**src/rtl/irq_ctrl.sv**
```systemverilog
// Six-source interrupt controller: synchronises external lines, applies polarity,
// latches level/edge pending state and drives a registered interrupt vector.
module irq_ctrl #(
  parameter int SYNC_STAGES = 2
) (
  input  logic        clk,
  input  logic        rst,
  input  logic        ce,
  input  logic        we,
  input  logic [31:0] addr,
  input  logic [3:0]  sel,
  input  logic [31:0] data_i,
  output logic [31:0] data_o,
  input  logic        timer_int_i,
  input  logic [4:0]  ext_irq_i,
  output logic [5:0]  int_o
);

  localparam logic [2:0] REG_RAW  = 3'd0;
  localparam logic [2:0] REG_EN   = 3'd1;
  localparam logic [2:0] REG_MODE = 3'd2;
  localparam logic [2:0] REG_POL  = 3'd3;
  localparam logic [2:0] REG_PEND = 3'd4;
  localparam logic [2:0] REG_ACT  = 3'd5;

  logic [4:0] sync_q [SYNC_STAGES];
  logic [5:0] en, mode, pol, pend, prev;
  logic [5:0] src, adj, rise, w1c, pend_next, rd_val;
  logic [2:0] reg_sel;
  logic       wr;
  logic       unused;

  assign unused  = ^{addr[31:5], addr[1:0], sel[3:1], data_i[31:6]};
  assign reg_sel = addr[4:2];
  assign wr      = ce & we & sel[0];

  // Timer is already clk-synchronous and skips the synchroniser chain.
  assign src  = {sync_q[SYNC_STAGES-1], timer_int_i};
  assign adj  = src ^ pol;
  assign rise = adj & ~prev;
  assign w1c  = (wr && reg_sel == REG_PEND) ? data_i[5:0] : 6'h00;

  // Edge mode: a new edge outranks a same-cycle W1C so no event is lost.
  assign pend_next = (~mode & adj) | (mode & (rise | (pend & ~w1c)));

  always_ff @(posedge clk) begin
    if (rst) begin
      for (int s = 0; s < SYNC_STAGES; s++) sync_q[s] <= 5'h00;
    end else begin
      sync_q[0] <= ext_irq_i;
      for (int s = 1; s < SYNC_STAGES; s++) sync_q[s] <= sync_q[s-1];
    end
  end

  always_ff @(posedge clk) begin
    if (rst) begin
      en    <= 6'h00;
      mode  <= 6'h00;
      pol   <= 6'h00;
      pend  <= 6'h00;
      prev  <= 6'h00;
      int_o <= 6'h00;
    end else begin
      pend  <= pend_next;
      prev  <= adj;
      int_o <= pend & en;
      if (wr) begin
        case (reg_sel)
          REG_EN:   en   <= data_i[5:0];
          REG_MODE: mode <= data_i[5:0];
          REG_POL:  pol  <= data_i[5:0];
          default:  ;
        endcase
      end
    end
  end

  always_comb begin
    rd_val = 6'h00;
    case (reg_sel)
      REG_RAW:  rd_val = adj;
      REG_EN:   rd_val = en;
      REG_MODE: rd_val = mode;
      REG_POL:  rd_val = pol;
      REG_PEND: rd_val = pend;
      REG_ACT:  rd_val = pend & en;
      default:  rd_val = 6'h00;
    endcase
  end

  assign data_o = (ce && !we) ? {26'h0, rd_val} : 32'h0;

endmodule

```
**config.mk**
```make
export PLATFORM = sky130hd
export DESIGN_NAME = irq_ctrl
export DESIGN_NICKNAME = d
export VERILOG_FILES = /design/src/rtl/irq_ctrl.sv
export SDC_FILE = /design/constraint.sdc
export NUM_CORES = 1
export LEC_CHECK = 0
export ABC_AREA = 1
export BUFFER_PORTS_ARGS = -buffer_cell sky130_fd_sc_hd__buf_2
export CAP_MARGIN = 15
export CORE_MARGIN = 1
export CORE_UTILIZATION = 30
export CTS_BUF_LIST = sky130_fd_sc_hd__clkbuf_16
export CTS_CLUSTER_SIZE = 25
export DETAILED_ROUTE_END_ITERATION = 12
export PLACE_DENSITY = 0.55
export SYNTH_ARGS = -nofsm -noshare
export SYNTH_HDL_FRONTEND = slang
export SYNTH_SLANG_ARGS = --single-unit
```
**constraint.sdc**
```tcl
create_clock -name clk -period 2.6 [get_ports clk]
set_clock_uncertainty 0.2 [all_clocks]
set_input_delay 0.52 -clock clk [delete_from_list [all_inputs] [get_ports clk]]
set_output_delay 0.52 -clock clk [all_outputs]
set_load 0.02 [all_outputs]
```
==> results.txt, run 1 <==
- During I/O placement, the number of pins put on the boundary was ~120.
- Detailed Route Iter0 Violations: roughly 110
- Internal power comes to between 1 and 1.5 mW.
- Static timing analysis puts the maximum clock frequency at approximately 420 MHz.
- Per report_power, the combinational group accounts for about 9% of the total.
- Setup repair after global routing missed its margin: false
* Clock-pin slew on the worst setup and hold paths: around 60 ps
- The worst register-to-register path ends at pend[1].
- Clock tree synthesis inserted a total of 5 buffers.
- Remaining DRCs: 0
- Setup Buffers After CTS: 0
- Top cell types by occurrence after synthesis: nor2_1, nand2_1, dfxtp_1
- The number of antenna diodes in the final layout is 0.
- ANT nets after route: 0
- The worst register-to-register path has a setup slack of roughly 1500 ps.
- Via count: roughly 1900
- Number of standard cells after synthesis: 339
* Leading post-synthesis cells by cell area: dfxtp_1, nor2_1, nand2_1
* Count of final setup violators: 0
- In this run the horizontal extent of the chip is between 80 and 90 µm.
* Antenna violations before repair: 0
* Logic depth of the worst register-to-register path: 6
* Kind of critical path: input port to output pin
- The floorplan has 31 rows.
- Maximum level of the CTS H-tree: 2
- Of the cells placed in the final design, the portion with a size suffix greater than 1 is between 10% and 20%.
- The clock network burns 45.6% of the power.
* Overall die area: approximately 0.0080 mm²
- Worst max-slew margin expressed relative to the limit: 60.4%
- Clock tree synthesis selected as its root buffer the cell clkbuf_16.
- After legalization and detailed placement, the total HPWL measured 3810 µm.
* Skew-Pair Late Insertion Delay: slightly below 300 ps
- The worst hold path was traced through 2 stages.
- Result of the run: finished, final reports clean
- Number of flops mapped to enable cells by yosys: 0
- For this run, the leading register cell type out of synthesis is dfxtp_1.
* Yosys warning count: 0
- Share of Yosys cell area claimed by the top area cell type: about 40%
- Hold Path Origin: sync_q[0][1]
- Cell area after synthesis: ~0.0023 mm²
- IO buf count: 31
* Final hold slack: approximately 200 ps
- After detailed routing, the average wire length per cell comes to 10.8 µm.
- The synthesized design contains between 40 and 50 register bits.
* Clk sinks: 46
* Capture endpoint of the worst hold path: sync_q[0][6]
- In this run, flip-flops and latches consume a little under half of the power.
- Yosys top cell by area: dfxtp_1
- The tool flagged a number of max-cap violations equal to 0.
* Switching share of power: between 20% and 30%
- The number of global-route vias before repair came to 1599.
* DRT Wirelength: approximately 5100 µm
* NetSw: between 0.3 and 0.4 mW
- Sequential cells were found to cover 40.0% of the synthesized design area.
- Required time at the worst-slack endpoint: approximately 1900 ps
- RR Startpoint: pol[1]
- The number of hold violations in the final report was 0.
- In this run the worst hold path is classified as flip-flop to flip-flop.
- Most common cell in the netlist: nor2_1
- Transition time of the tightest slew-check pin: 593 ps
* Crit share post-route: about nine tenths
- Number of iterations in the first detailed-routing pass: 4
- Arrival time at the worst endpoint: 1670 ps
* Maximum fanout along the worst path: 9
- Counting the fill cells in the layout gives approximately 800.
- Synth Area per Inst: 6.80 µm²
* Die extent in y: roughly 90 µm
- Summed over all layers, the global routing overflow is 0.
- Synth async-reset ratio: 0%
* Crit end category: output pin
- Post-DR vias/cell: about 4.1
* First-pass GRT wire length: 8020 µm
- Core Footprint: roughly 0.0073 mm²
- For this run, the total global-route usage over all layers was measured as between 10% and 20%.
- The analysis attributes to cell leakage a power of ~1.3 nW.
- At the end of routability-driven placement, the weighted congestion stood at ~0.85.
* Total number of nets in the final design: between 400 and 500
- Once the floorplan was initialized, standard cells occupied between 30% and 40% of the core.
* Total negative setup slack: 0 ps
* Maximum number of pins on one net before global-route repair: 26
- The final number of max-transition violations was 0.
- In this run the deepest clock path goes through 2 buffers.
- After clock tree synthesis, the repair step resized 0 gates.
- Quantity of hold-fixing buffers added after cts: 0
* Clock tree from TritonCTS: built
- STA classifies the critical path startpoint as an input port.
* Shortest period the worst path allows: approximately 2400 ps
- The area growth from synthesis to layout is 14.1%.
* Pwr/cell area: around 600 mW/mm²
- Number of distinct library cells after synthesis: 20
- Across the VDD grid, the largest voltage drop is about 270 µV.
power by group through the flow:
stage | Combinational [mW] | Sequential, mW | Clock [mW]
after floorplan | 0.133 | 0.745 | 0
after global placement | 0.139 | 0.748 | 0
after detailed placement | 0.140 | 0.748 | 0
after CTS | 0.141 | 0.732 | 0.752
after global routing | 0.158 | 0.734 | 0.784
final | 0.140 | 0.732 | 0.731
cells by family after synthesis:
group / Yosys count / share of synthesized area, %
simple gates: 185 / 35.5
buf+inv: 80 / 18.5
flops: 46 / 40.0
compound gates: 27 / 5.86
other cells: 1 / 0.163
worst max-delay path, stage by stage:
cell and delay [ps]:
buf_2 260, inv_6 100, nor2_8 180, nand2_4 100, nor2_1 120, nor2_1 50
a21oi_1 150, buf_2 190
how the worst max path moves through the flow:
| stage | endpoint | start | slack (ps) | cells past startpoint |
|---|---|---|---|---|
| after CTS | data_o[1] | addr[2] | 200 | 8 |
| after floorplan | data_o[0] | addr[3] | 450 | 6 |
| after detailed placement | data_o[1] | addr[2] | 200 | 8 |
| after global routing | data_o[0] | addr[2] | 80 | 8 |
| final | data_o[1] | addr[2] | 210 | 8 |
| after global placement | data_o[1] | addr[2] | 180 | 8 |
stage by stage:
stage	setup WS, ps	cell area, µm²	cells	utilization, %	power (mW)
global placement	184	2460	463	33.6	0.887
detailed placement	196	2460	463	33.6	0.888
floorplan	449	2400	364	-	0.878
finish	213	2630	471	35.9	1.60
CTS	197	2630	471	35.9	1.62
global route	79.7	2630	471	35.9	1.68
final cells by class:
| cell class | count | area [µm²] | area share, % |
|---|---|---|---|
| Multi-Input combinational cell | 238 | 1050 | 40.0 |
| Clock buffer | 5 | 125 | 4.76 |
| Timing Repair Buffer | 36 | 193 | 7.33 |
| Sequential cell | 46 | 921 | 35.0 |
| Tap cell | 99 | 124 | 4.71 |
| Inverter | 44 | 171 | 6.52 |
| Clock inverter | 3 | 43.8 | 1.67 |
layout by cell type, fill, tap and decap left out, types with 2 or more instances in the layout:
cell / n
dfxtp_1: 46
nor2_2: 3
a21oi_1: 9
nand2_1: 63
nor2_1: 82
buf_4: 5
nand3_1: 18
clkinv_2: 2
inv_2: 3
conb_1: 26
buf_2: 31
nor2_8: 2
clkbuf_16: 5
inv_1: 39
inv_6: 2
nand4_1: 15
o21ai_0: 18
state kept, by name (all words and copies together) (netlist names):
signal / count
pol: 6
en: 6
pend: 6
sync_q: 10
int_o: 6
mode: 6
prev: 6
layer usage:
metal	up-vias	wire (µm)	part of all wire (%)	global-route usage (%)
met2	43	2330	46	21.1
met5	-	0	0	0
met1	833	2520	49	17.8
met4	0	17	0.33	3.46
met3	2	224	4.4	4.02
li1	1062	-	-	-
Note: power is estimated with default switching activity, not from simulation.
==> run 2: changes to the inputs <==
Settings changed: ABC_AREA 1 to not set, CORE_MARGIN 1 to not set.
==> run 2 against run 1 <==
Worst hold slack gained 32 ps. First-iteration DRC count shrank 60%. Routed wire length shrank 13%. Count of clock-buffer cells in the layout is the same. Highest routed layer unchanged. Core utilization grew 0.88 points. Clock power shrank 17%. Worst setup slack lost 100 ps. Largest power group unchanged. Largest cell class unchanged. Synthesized cell count shrank 30%.
==> results.txt, run 2 <==
* Result of the run: finished, final reports clean
- ANT nets after route: 0 (unchanged)
- Number of flops mapped to enable cells by yosys: 0 (unchanged)
- The vertical die dimension came to 87.5 µm (-2.4%).
- The worst setup path is launched from an input port.
- Yosys top cell by area: dfxtp_1
- The number of global-route vias before repair is 1543 (-3.5%).
- The cell area after placement came to 0.00241 mm² (-1.9%).
- Setup Buffers After CTS: 0 (unchanged)
- Flop pwr share: 49.3% (+3.6 points)
- The final standard cell count with taps included and fillers excluded was 374 (-21%).
- Most used cells in the layout excluding fill and tap cells: dfxtp_1, buf_2, conb_1
* Most common library cell in the layout ignoring fill and taps: dfxtp_1
- DRT Wirelength: 4450 µm (-13%)
- Overall die area: 0.00766 mm² (-4.7%)
* Clock buffer count from CTS: 5 (unchanged)
* Kind of critical path: input port to output pin
- Sequential-to-total area share from yosys stat: 42.0% (+2.0 points)
* Final Total Pwr: 1.48 mW (-8.0%)
- The total congestion overflow after global routing came to 0 (unchanged).
- The power per cell area came to 578 mW/mm² (-5.2%).
- Clock network fraction of design power: 41.0% (-4.6 points)
- The leakage component of the power is 1.04 nW (-20%).
- Number of inserted diodes: 0 (unchanged)
* Setup repair after global routing missed its margin: false
- Final design area excluding fillers: 0.00255 mm² (-3.0%)
- The post-DP HPWL came to 3270 µm (-14%).
* Number of iterations in the first detailed-routing pass: 4 (unchanged)
- The number of nets at the end of the flow is 355 (-21%).
- The most common cell in the synthesized netlist is dfxtp_1.
* Post-route worst setup slack: 112 ps (-101 ps)
* Maximum number of pins on one net before global-route repair: 32 (+23%)
- Core Footprint: 0.00694 mm² (-5.3%)
- Path category of the worst min-delay check: flip-flop to flip-flop
- The post-synthesis instance area came to 0.00219 mm² (-4.8%).
- The peak supply drop is 203 µV (-26%).
* # placed instances: 366 (-21%)
* Top cell types by occurrence after synthesis: dfxtp_1, buf_4, nand2_1
* Yosys warning count: 0 (unchanged)
- The overall global routing resource usage is 12.6% (-0.75 points).
- Number of placed I/O pins: 116 (unchanged)
* IO buf count: 31 (unchanged)
- The peak fanout along the critical path is 3 (-6).
- Shortest period the worst path allows: 2490 ps (+101 ps)
- The area share of the leading cell type in the synthesized netlist is 42.0% (+2.0 points).
- The count of H-tree levels built during CTS was 2 (unchanged).
* Utilization of the core after routing: 36.7% (+0.88 points)
- The initial standard-cell utilization of the core was 31.6% (+0.15 points).
* Growth of design area from synthesis to finish: 16.3%
- Number of distinct library cells after synthesis: 41 (+110%)
- Leading post-synthesis cells by cell area: dfxtp_1, buf_4, mux2i_1
- Synth Area per Inst: 9.22 µm² (+36%)
* Total negative setup slack: 0 ps (unchanged)
* Crit share post-route: 95.7% (+3.9 points)
- The fraction of power spent switching nets was 24.3% (-0.039 points).
- Die boundary width: 87.5 µm (-2.4%)
- NetSw: 0.359 mW (-8.1%)
- Final hold vios: 0 (unchanged)
* Final hold slack: 235 ps (+32.2 ps)
- Synth async-reset ratio: 0% (unchanged)
* Via count: 1640 (-15%)
- Clock-pin slew on the worst setup and hold paths: 60 ps (about the same)
* Arrival time at the worst endpoint: 1770 ps (+100 ps)
- The data required time at the worst endpoint came to 1880 ps (about the same).
* Combinational Power Share: 9.7% (+0.9 points)
- The register with the most flip-flops in the final layout is sync_q.
- The internal power contribution came to 1.12 mW (-7.9%).
- The number of antenna violations at the first check in global routing is 0 (unchanged).
- The share of layout cells above drive strength 1 came to 20.1% (+5.1 points).
- The worst slack at placement came to 113 ps (-83.2 ps).
* Crit end category: output pin
* Clk sinks: 46 (unchanged)
- The startpoint identified for the worst hold timing path is sync_q[0][1].
- The post-detailed-route via-to-cell ratio was 4.39 (+6.5%).
* Max FFs per register: 10 (unchanged)
- TritonCTS built the clock tree.
- The maximum number of buffers from clock root to sink came to 2 (unchanged).
* Detailed Route Iter0 Violations: 43 (-60%)
* Highest achievable clock rate: 402 MHz (-4.1%)
- The last weighted congestion value of the routability-driven placer came to 0.757 (-11%).
- Count of final setup violators: 0 (unchanged)
- The row count was 30 (-3.2%).
- Worst max-slew margin expressed relative to the limit: 61.9% (+1.5 points)
- The detail-routed net length per standard cell is 11.9 µm (+10%).
* Origin of the worst setup path: we
- Transition time of the tightest slew-check pin: 571 ps (-22.0 ps)
- The clock insertion delay at the later pin of the skew report came to 280 ps (about the same).
* Max-cap check violation count: 0 (unchanged)
* First-pass GRT wire length: 7310 µm (-8.9%)
* Most used DFF post-synth: dfxtp_1
- Max-slew violation count: 0 (unchanged)
- Total of flip-flops plus latches after synthesis: 46 (unchanged)
* Master cell of the clock root buffer: clkbuf_16
- Remaining DRCs: 0 (unchanged)
* Number of standard cells after synthesis: 238 (-30%)
- In this run the critical register-to-register path is launched from pol[0].
run 2: what timing repair did:
item	4_1_cts	5_1_grt
endpoints found under the setup margin	0	1
hold buffers	0	0
gates resized for setup	0	1
run 2: worst max-delay path: stages:
cell and delay, ps:
buf_2 120, nand2b_1 160, or3_1 360, o32ai_1 380, buf_2 240
run 2: cell type report:
| cell class | count | area (µm²) |
|---|---|---|
| multi-input cells | 179 | 1110 |
| repair buffers | 43 | 258 |
| flip-flops and latches | 46 | 921 |
| inverters | 2 | 7.51 |
| clock buffers | 5 | 125 |
| fillers | 710 | 4390 |
| well taps | 96 | 120 |
| clock inverters | 3 | 12.5 |
run 2: kinds of logic after synthesis:
group / count (synthesis) / synth area share, %
AO/OA/AOI/OAI: 40 / 12.6
flip-flops: 46 / 42.0
AND/OR/NAND/NOR: 91 / 23.7
XOR/XNOR: 6 / 2.40
buffers and inverters: 38 / 11.9
other: 1 / 0.171
multiplexers: 16 / 7.36
run 2: metal layers:
layer	vias to the layer above	GRT usage [%]	share of wire, %
li1	846	-	-
met1	751	16.0	48
met2	39	20.7	46
met3	4	3.13	4.7
met4	0	4.92	1.1
met5	-	0	0
run 2: power by group through the flow:
stage | Sequential [mW] | Combinational (mW) | Clock (mW)
3_5_place_dp | 0.743 | 0.144 | 0
4_1_cts | 0.728 | 0.144 | 0.620
6_report | 0.728 | 0.143 | 0.605
2_1_floorplan | 0.741 | 0.130 | 0
3_3_place_gp | 0.743 | 0.143 | 0
5_1_grt | 0.729 | 0.158 | 0.649
run 2: worst paths after layout:
| path | to | slack (ps) | cells past startpoint |
|---|---|---|---|
| max | data_o[5] | 110 | 5 |
| min | sync_q[0][6] | 230 | 1 |
| max reg2reg | pend[0] | 1420 | 3 |
| min reg2reg | sync_q[0][6] | 230 | 1 |
==> run 3: changes to the inputs <==
Settings changed: SETUP_SLACK_MARGIN set to 0.3.
==> run 3 against run 2 <==
First-iteration DRC count grew 70%. Sequential share of layout area shrank 1.3 points. Combinational power grew 8%. Count of clock-buffer cells in the layout is the same. Worst setup slack gained 210 ps. Routed wire length grew 4.4%. Largest cell class unchanged. Die area is the same.
==> results.txt, run 3 (synthesized netlist as in run 2, its figures left out) <==
- Setup repair after global routing missed its margin: true
- Most common library cell in the layout ignoring fill and taps: dfxtp_1
- The data required time at the worst endpoint is 1880 ps (about the same).
- The portion of total power attributed to sequential cells was 49.1% (-0.2 points).
- Switching share of power: 24.3% (about the same)
* Clk sinks: 46 (unchanged)
- Detailed Route Iter0 Violations: 73 (+70%)
* Worst ir drop on vdd: 303 µV (+50%)
* Non-filler cells in the finished layout: 374 (unchanged)
* NetSw: 0.361 mW (+0.49%)
- The row count came to 30 (unchanged).
- The tightest slew margin relative to the limit was 62.8% (+0.88 points).
- The total negative setup slack came to 0 ps (unchanged).
- Max-slew violation count: 0 (unchanged)
* Count of final setup violators: 0 (unchanged)
- IO buf count: 31 (unchanged)
- The hold-critical path depth is 1 (unchanged).
- The overall global routing resource usage is 13.0% (+0.39 points).
- The clock-pin slew on the worst setup and hold paths came to 60 ps (about the same).
- Capture endpoint of the worst hold path: sync_q[0][7]
* Utilization of the core after routing: 38.1% (+1.3 points)
- The number of top-level pins came to 116 (unchanged).
- Average wire per cell in the routed design: 12.4 µm (+4.4%)
- Crit share post-route: 87.5% (-8.2 points)
- Clock buffer count from CTS: 5 (unchanged)
- DRT Wirelength: 4650 µm (+4.4%)
- The share of layout cells above drive strength 1 is 25.2% (+5.0 points).
- Maximum count of clock buffers along a single path: 2 (unchanged)
* Kind of critical path: input port to output pin
* Clock network fraction of design power: 40.4% (-0.6 points)
- Path category of the worst min-delay check: flip-flop to flip-flop
* Core Footprint: 0.00694 mm² (unchanged)
* Number of iterations in the first detailed-routing pass: 4 (unchanged)
- The area growth from synthesis to layout is 20.5%.
- The total DRC errors in the routed layout was 0 (unchanged).
- The shortest period the worst path allows came to 2280 ps (-213 ps).
- The post-detailed-route via-to-cell ratio was 4.43 (+1.0%).
* Maximum level of the CTS H-tree: 2 (unchanged)
- The post-DP HPWL is 3300 µm (+0.79%).
* Max FFs per register: 10 (unchanged)
- The floorplan die area came to 0.00766 mm² (unchanged).
- The total congestion overflow after global routing is 0 (unchanged).
- Antenna violations before repair: 0 (unchanged)
* RR Startpoint: pol[5]
- The power per cell area was 561 mW/mm² (-3.0%).
- Most flop-heavy register: sync_q
- Maximum fanout along the worst path: 4 (+1)
- ANT nets after route: 0 (unchanged)
- Crit end category: output pin
- The global-route wire length before repair came to 7360 µm (+0.75%).
* Master cell of the clock root buffer: clkbuf_16
- The horizontal die dimension was 87.5 µm (unchanged).
* Starting Density: 31.6% (unchanged)
- Total number of nets in the final design: 355 (unchanged)
* Final-layout fill cell count: 708 (-0.28%)
* CP Launch Type: input port
* # placed instances: 366 (unchanged)
- Hold Path Origin: sync_q[0][2]
- The maximum number of pins on one net before global-route repair was 30 (-6.3%).
- Die extent in y: 87.5 µm (unchanged)
- Via count: 1657 (+1.0%)
- The last weighted congestion value of the routability-driven placer is 0.776 (+2.5%).
- Combinational Power Share: 10.5% (+0.8 points)
- The number of hold violations in the final report came to 0 (unchanged).
- The max-capacitance violation count was 0 (unchanged).
* Setup Slack @ Placement: 134 ps (+21.1 ps)
- TritonCTS built the clock tree.
- The number of global-route vias before repair is 1472 (-4.6%).
- The clock insertion delay at the later pin of the skew report was 280 ps (about the same).
* Post-route worst setup slack: 325 ps (+213 ps)
- The number of cells on the worst reg-to-reg path is 3 (unchanged).
* Most used cells in the layout excluding fill and tap cells: dfxtp_1, conb_1, buf_2
- Transition time of the tightest slew-check pin: 558 ps (-13.3 ps)
- The internal power contribution is 1.12 mW (+0.49%).
* Worst setup slack for register-to-register paths: 1410 ps (about the same)
- The leakage component of the power came to 1.06 nW (+2.3%).
- Result of the run: finished, final reports clean
* Quantity of hold-fixing buffers added after cts: 0 (unchanged)
- Reg-to-Reg End: pend[5]
- Number of inserted diodes: 0 (unchanged)
- Highest achievable clock rate: 440 MHz (+9.4%)
- Arrival time at the worst endpoint: 1560 ps (-210 ps)
- The worst slack on hold paths came to 236 ps (+1.71 ps).
==> run 3: per-layer routing <==
metal | GRT usage, % | wire length [µm]
met2 | 20.5 | 2120
met4 | 4.02 | 56
met1 | 16.9 | 2190
met5 | 0 | 0
met3 | 4.36 | 276
==> run 3: timing repair <==
item,CTS,global route
setup endpoints to repair,6,6
setup buffers,0,0
gates resized for setup,11,17
pin swaps,1,0
==> run 3: final cells by class <==
| class | count | area (µm²) | area share, % |
|---|---|---|---|
| repair buffers | 43 | 278 | 10.5 |
| flip-flops and latches | 46 | 921 | 34.8 |
| clock buffers | 5 | 125 | 4.73 |
| inverters | 2 | 7.51 | 0.284 |
| clock inverters | 3 | 12.5 | 0.473 |
| multi-input cells | 179 | 1180 | 44.6 |
| well taps | 96 | 120 | 4.54 |
==> run 3: worst max path at each step <==
stage	cells after the start	to	startpoint	slack [ps]
floorplan	3	data_o[5]	addr[4]	340
global placement	5	data_o[5]	we	130
detailed placement	5	data_o[5]	we	130
CTS	5	data_o[0]	we	310
global route	7	data_o[3]	we	280
finish	7	data_o[3]	we	320
==> run 3: stage by stage <==
step           area (µm²)  total power, mW
5_1_grt              2640             1.54
3_3_place_gp         2410            0.885
3_5_place_dp         2410            0.887
6_report             2640             1.48
4_1_cts              2590             1.49
2_1_floorplan        2300            0.873
==> run 3: power groups by stage <==
stage | clock network, mW | logic, mW | registers (mW)
after floorplan | 0 | 0.132 | 0.741
after global placement | 0 | 0.142 | 0.743
after detailed placement | 0 | 0.144 | 0.743
after CTS | 0.613 | 0.150 | 0.728
after global routing | 0.641 | 0.170 | 0.729
final | 0.599 | 0.155 | 0.728
==> run 3: critical path, stage by stage <==
cell and delay (ps):
buf_2 100, nand2b_4 160, buf_6 130, nor3_4 40, nor2b_2 150, a311o_1 290, buf_4 170
